<file path="src/rtl/btn_step_conditioner.sv">
// Synchronises, debounces and edge-detects the two PWM step buttons; also outputs the held levels.
// Define AUTO_REPEAT_EN to add auto-repeat pulses while a single button stays held.
module btn_step_conditioner #(
  parameter int unsigned DEBOUNCE_CYCLES = 10000,
  parameter int unsigned REPEAT_DELAY    = 500000,
  parameter int unsigned REPEAT_PERIOD   = 100000,
  parameter int unsigned CNT_W           = 20
) (
  input  logic clk,
  input  logic rst_n,
  input  logic btn_incr,
  input  logic btn_decr,
  output logic incr_pulse,
  output logic decr_pulse,
  output logic incr_held,
  output logic decr_held
);

  localparam int unsigned NCH      = 2;
  localparam int unsigned MAX_DR   = (DEBOUNCE_CYCLES > REPEAT_DELAY) ? DEBOUNCE_CYCLES : REPEAT_DELAY;
  localparam int unsigned MAX_TERM = (MAX_DR > REPEAT_PERIOD) ? MAX_DR : REPEAT_PERIOD;

  typedef enum logic [1:0] {
    IDLE    = 2'd0,
    PRESSED = 2'd1,
    REPEAT  = 2'd2
  } ch_state_e;

  // Channel 0 is increment, channel 1 is decrement.
  logic [NCH-1:0]   raw;
  logic [NCH-1:0]   sync1_q, sync2_q;
  logic [NCH-1:0]   stable_q, stable_d;
  logic [NCH-1:0]   pulse_q, pulse_d;
  logic [NCH-1:0]   other_held;
  ch_state_e        state_q [NCH];
  ch_state_e        state_d [NCH];
  logic [CNT_W-1:0] db_cnt_q [NCH];
  logic [CNT_W-1:0] db_cnt_d [NCH];
`ifdef AUTO_REPEAT_EN
  logic [CNT_W-1:0] rpt_cnt_q [NCH];
  logic [CNT_W-1:0] rpt_cnt_d [NCH];
`endif

  assign raw        = {btn_decr, btn_incr};
  assign other_held = {stable_q[0], stable_q[1]};

  // State register: synchronisers, debounce, per-channel FSM and pulse flops.
  always_ff @(posedge clk or negedge rst_n) begin
    if (!rst_n) begin
      sync1_q  <= '0;
      sync2_q  <= '0;
      stable_q <= '0;
      pulse_q  <= '0;
      for (int i = 0; i < NCH; i++) begin
        state_q[i]  <= IDLE;
        db_cnt_q[i] <= '0;
`ifdef AUTO_REPEAT_EN
        rpt_cnt_q[i] <= '0;
`endif
      end
    end else begin
      sync1_q  <= raw;
      sync2_q  <= sync1_q;
      stable_q <= stable_d;
      pulse_q  <= pulse_d;
      for (int i = 0; i < NCH; i++) begin
        state_q[i]  <= state_d[i];
        db_cnt_q[i] <= db_cnt_d[i];
`ifdef AUTO_REPEAT_EN
        rpt_cnt_q[i] <= rpt_cnt_d[i];
`endif
      end
    end
  end

  // Next-state: debounce counter, then FSM deciding step pulses.
  always_comb begin
    stable_d = stable_q;
    pulse_d  = '0;
    for (int i = 0; i < NCH; i++) begin
      state_d[i]  = state_q[i];
      db_cnt_d[i] = db_cnt_q[i];
`ifdef AUTO_REPEAT_EN
      rpt_cnt_d[i] = rpt_cnt_q[i];
`endif

      if (sync2_q[i] != stable_q[i]) begin
        if (db_cnt_q[i] == CNT_W'(DEBOUNCE_CYCLES - 1)) begin
          stable_d[i] = ~stable_q[i];
          db_cnt_d[i] = '0;
        end else if (db_cnt_q[i] < CNT_W'(MAX_TERM)) begin
          db_cnt_d[i] = db_cnt_q[i] + CNT_W'(1);
        end
      end else begin
        db_cnt_d[i] = '0;
      end

      // state_q lags stable_q by one edge, so IDLE with stable high is the rising edge.
      case (state_q[i])
        IDLE: begin
          if (stable_q[i]) begin
            state_d[i] = PRESSED;
            pulse_d[i] = ~other_held[i];
          end
`ifdef AUTO_REPEAT_EN
          rpt_cnt_d[i] = '0;
`endif
        end
        PRESSED: begin
          if (!stable_q[i]) begin
            state_d[i] = IDLE;
`ifdef AUTO_REPEAT_EN
            rpt_cnt_d[i] = '0;
          end else if (other_held[i]) begin
            rpt_cnt_d[i] = '0;
          end else if (rpt_cnt_q[i] == CNT_W'(REPEAT_DELAY - 1)) begin
            state_d[i]   = REPEAT;
            pulse_d[i]   = 1'b1;
            rpt_cnt_d[i] = '0;
          end else if (rpt_cnt_q[i] < CNT_W'(MAX_TERM)) begin
            rpt_cnt_d[i] = rpt_cnt_q[i] + CNT_W'(1);
`endif
          end
        end
`ifdef AUTO_REPEAT_EN
        REPEAT: begin
          if (!stable_q[i]) begin
            state_d[i]   = IDLE;
            rpt_cnt_d[i] = '0;
          end else if (other_held[i]) begin
            state_d[i]   = PRESSED;
            rpt_cnt_d[i] = '0;
          end else if (rpt_cnt_q[i] == CNT_W'(REPEAT_PERIOD - 1)) begin
            pulse_d[i]   = 1'b1;
            rpt_cnt_d[i] = '0;
          end else if (rpt_cnt_q[i] < CNT_W'(MAX_TERM)) begin
            rpt_cnt_d[i] = rpt_cnt_q[i] + CNT_W'(1);
          end
        end
`endif
        default: state_d[i] = IDLE;
      endcase
    end
  end

  assign incr_pulse = pulse_q[0];
  assign decr_pulse = pulse_q[1];
  assign incr_held  = stable_q[0];
  assign decr_held  = stable_q[1];

endmodule
</file>
<file path="config.mk">
export PLATFORM = sky130hd
export DESIGN_NAME = btn_step_conditioner
export DESIGN_NICKNAME = d
export VERILOG_FILES = /design/src/rtl/btn_step_conditioner.sv
export SDC_FILE = /design/constraint.sdc
export NUM_CORES = 1
export LEC_CHECK = 0
export ABC_AREA = 1
export CORE_MARGIN = 5
export CORE_UTILIZATION = 55
export DETAILED_ROUTE_END_ITERATION = 6
export GPL_ROUTABILITY_DRIVEN = 0
export PLACE_DENSITY = 0.71
export SLEW_MARGIN = 10
export SYNTH_ARGS = -nofsm -noshare
export SYNTH_HDL_FRONTEND = slang
export SYNTH_SLANG_ARGS = --single-unit
export TNS_END_PERCENT = 100
</file>
<file path="constraint.sdc">
create_clock -name clk -period 1.8 [get_ports clk]
set_clock_uncertainty 0.05 [all_clocks]
set_input_delay 0.27 -clock clk [delete_from_list [all_inputs] [get_ports clk]]
set_output_delay 0.27 -clock clk [all_outputs]
set_load 0.02 [all_outputs]
</file>
==> run_results.csv <==
group,metric,value,unit
critical_path,arrival,1420,ps
synthesis,synth_edf_count,0,
worst_hold_path,holdPathStages,0,
clock_network,cts.sinks,50,
synthesis,async_flop_share,100.0,%
die,die-area,7437,um2
timing,slew_viol_final,0,
pwr,p_leak,1.711,nW
synthesis,synthFlopType,"dfrtp_1",
run,drv_cap,0,
synthesis,yosys-top-cells-area,"dfrtp_1 (39%), nand2_1 (16%), nor2_1 (11%), inv_1 (6.5%), nand3_1 (5.6%)",
critical_path,slowest_stage,"clkdlybuf4s50_1",
synthesis,syn_nets,469,
timing,hold_violations,0,
clock_network,cts_buffers,5,
routing,drcViolationCount,0,
synthesis,synth_top_cell_area_share,39.14,%
critical_path,crit_family,"buffers and inverters",
worst_hold_path,hold_start,"sync1_q[0]",
layout,n_antenna_cell,0,
worst_hold_path,hold_path.class,"reg -> reg",
layout,fin_area,3567,um2
timing,layout_setup_ws,55.27,ps
placed_design,dp_slack,91.09,ps
critical_path,rrSetupSlack,120,ps
synthesis,synthTopCellsByCount,"nand2_1 (138), nor2_1 (94), inv_1 (55), dfrtp_1 (50), nand3_1 (36)",
placed_design,place_hpwl,5186,um
die,ios,8,
pwr,p_total,0.002065,W
critical_path,path_cells,"clkdlybuf4s50_1",
critical_path,path_buf_inv,1,
placed_design,io_buffers,7,
clock_network,cts_tree,"yes",
synthesis,yosys.cell_types.count,32,
timing,fmax,573.2,MHz
global_routing,grt_pass1_wl,12580,um
critical_path,reg2reg_from,"db_cnt_q[0]",
critical_path,required,1480,ps
clock_network,insertion_delay,300,ps
die,die_width,86.24,um
synthesis,seq_area_frac_synth,39.14,%
outcome,outcome,"finished clean",
global_routing,grt_max_degree,51,
synthesis,synth_area_per_cell,6.905,um2
timing,rsz0062_at_grt,"no",
clock_network,root_buffer,"clkbuf_8",
global_routing,grtUsageTotal,20.81,%
critical_path,start_kind,"flip-flop",
synthesis,synthCells,463,
timing,setup-tns-final,0,ps
clock_network,htree_levels,2,
synthesis,synth_area,3197,um2
routing,num_vias,2883,
synthesis,ys_warn_count,0,
layout,areaGrowthSynthToFinish,11.59,%
routing,avgViaCountPerCell,5.195,
worst_hold_path,holdPathEnd,"sync2_q[0]",
timing,finalCritPeriodShare,96.93,%
pwr,peakVddDrop,0.4887,mV
timing,relSlewSlack,70.81,%
critical_path,crit_path_end_kind,"primary output",
global_routing,grt_pass1_vias,2863,
clock_network,cts.clk_slew.worst_paths,90,ps
global_routing,grt-ovfl-total,0,
layout,nNetsFinal,488,
synthesis,synth_largest_area_cell,"dfrtp_1",
critical_path,crit_type,"reg -> out",
routing,ant_nets,0,
clock_network,clockBufferDepth,2,
synthesis,ys_ff_latch,50,
routing,wirelength,7009,um
routing,drt_iter0_drc,87,
routing,post_drt_wl_per_cell,12.63,um
die,start_util,57.35,%
critical_path,path_max_fanout,5,
timing,post-route-min-period,1745,ps
global_routing,antenna_found_initial,0,
timing,setup-violations-final,0,
placed_design,placedInstanceArea,3381,um2
critical_path,reg2reg_to,"db_cnt_q[14]",
layout,fin_util,64.00,%
die,rows,27,
critical_path,cpPeakStageDelay,650,ps
pwr,power_density,579.0,nW/um2
layout,drive_above_1_share,10.35,%
synthesis,yosysMostFrequentCell,"nand2_1",
layout,nFillCells,518,
die,fp.coreArea,5574,um2
routing,drt_pass1_iterations,5,
critical_path,rr_worst_depth,10,
timing,worst_pin_slew,436.2,ps
die,die_y,86.24,um
[worst max path at each step]
stage	end	startpoint	depth (start not counted)
detailed placement	db_cnt_q[13]	db_cnt_q[0]	10
CTS	decr_held	stable_q[1]	1
global placement	db_cnt_q[14]	db_cnt_q[0]	10
finish	incr_held	stable_q[0]	1
global route	db_cnt_q[11]	db_cnt_q[0]	9
floorplan	db_cnt_q[17]	db_cnt_q[0]	10
[layout make-up]
cell class / instances / area (um2) / share of cell area [%]
Multi-Input combinational cell: 346 / 1675 / 46.97
Inverter: 59 / 229.0 / 6.419
Clock inverter: 3 / 43.79 / 1.228
Clock buffer: 5 / 68.82 / 1.929
Sequential cell: 50 / 1255 / 35.18
Tap cell: 72 / 90.09 / 2.525
Timing Repair Buffer: 20 / 205.2 / 5.752
[state kept, by name (all words and copies together) (netlist names)]
| name | cells |
|---|---|
| db_cnt_q | 40 |
| sync2_q | 2 |
| pulse_q | 2 |
| state_q | 2 |
| sync1_q | 2 |
| stable_q | 2 |
[report_power, final]
group	internal [W]	leakage, nW	total [W]	switching, W
clock	0.000417	0.0585	0.000806	0.000389
combinational	0.0000378	0.973	0.000108	0.0000700
sequential	0.00114	0.679	0.00115	0.0000143
[metrics by stage]
stage / std cells / hold slack (ps)
4_1_cts: 552 / 307.7
3_5_place_dp: 543 / 231.8
5_1_grt: 555 / 330.8
2_1_floorplan: 463 / -75.59
3_3_place_gp: 543 / 226.4
6_report: 555 / 305.8
[per-layer routing]
layer / GRT usage, % / wire, um
met5: 0 / 0
met4: 8.074 / 102
met3: 3.422 / 188
met2: 37.00 / 3651
met1: 25.14 / 3067
[cell families after synthesis]
kind of cell / count (synthesis) / share of synthesized area [%]
DFF: 50 / 39.14
and+or+nand+nor: 313 / 43.41
xor gates and xnor gates: 14 / 4.658
adders and majority gates: 2 / 0.7827
buffers and inverters: 67 / 9.080
AOI/OAI and AO/OA: 17 / 2.935
[timing repair]
action / CTS / global route
setup endpoints to repair: 1 / 19
pin swaps: 0 / 1
gates resized for setup: 1 / 10
endpoints found under the hold margin: 50 / 0
buffers inserted: 0 / 3
hold buffers: 1 / 0
[layout by cell type, fill, tap and decap left out, drive strengths merged]
cell | synthesis | final
nand2 | 144 | 144
nor2 | 99 | 99
inv | 59 | 60
dfrtp | 50 | 50
nand3 | 41 | 41
nand4 | 20 | 20
xor2 | 13 | 13
buf | 6 | 13
a21oi | 8 | 8
o21ai | 7 | 7
nor3 | 6 | 6
clkbuf | 1 | 5
clkdlybuf4s50 | 0 | 5
o21bai | 2 | 2
nor3b | 2 | 2
ha | 2 | 2
xnor2 | 1 | 1
nand3b | 1 | 1
clkinv | 0 | 1
bufinv | 0 | 1
dlygate4sd3 | 0 | 1
dlymetal6s2s | 0 | 1
(Power assumes the default switching activity.)
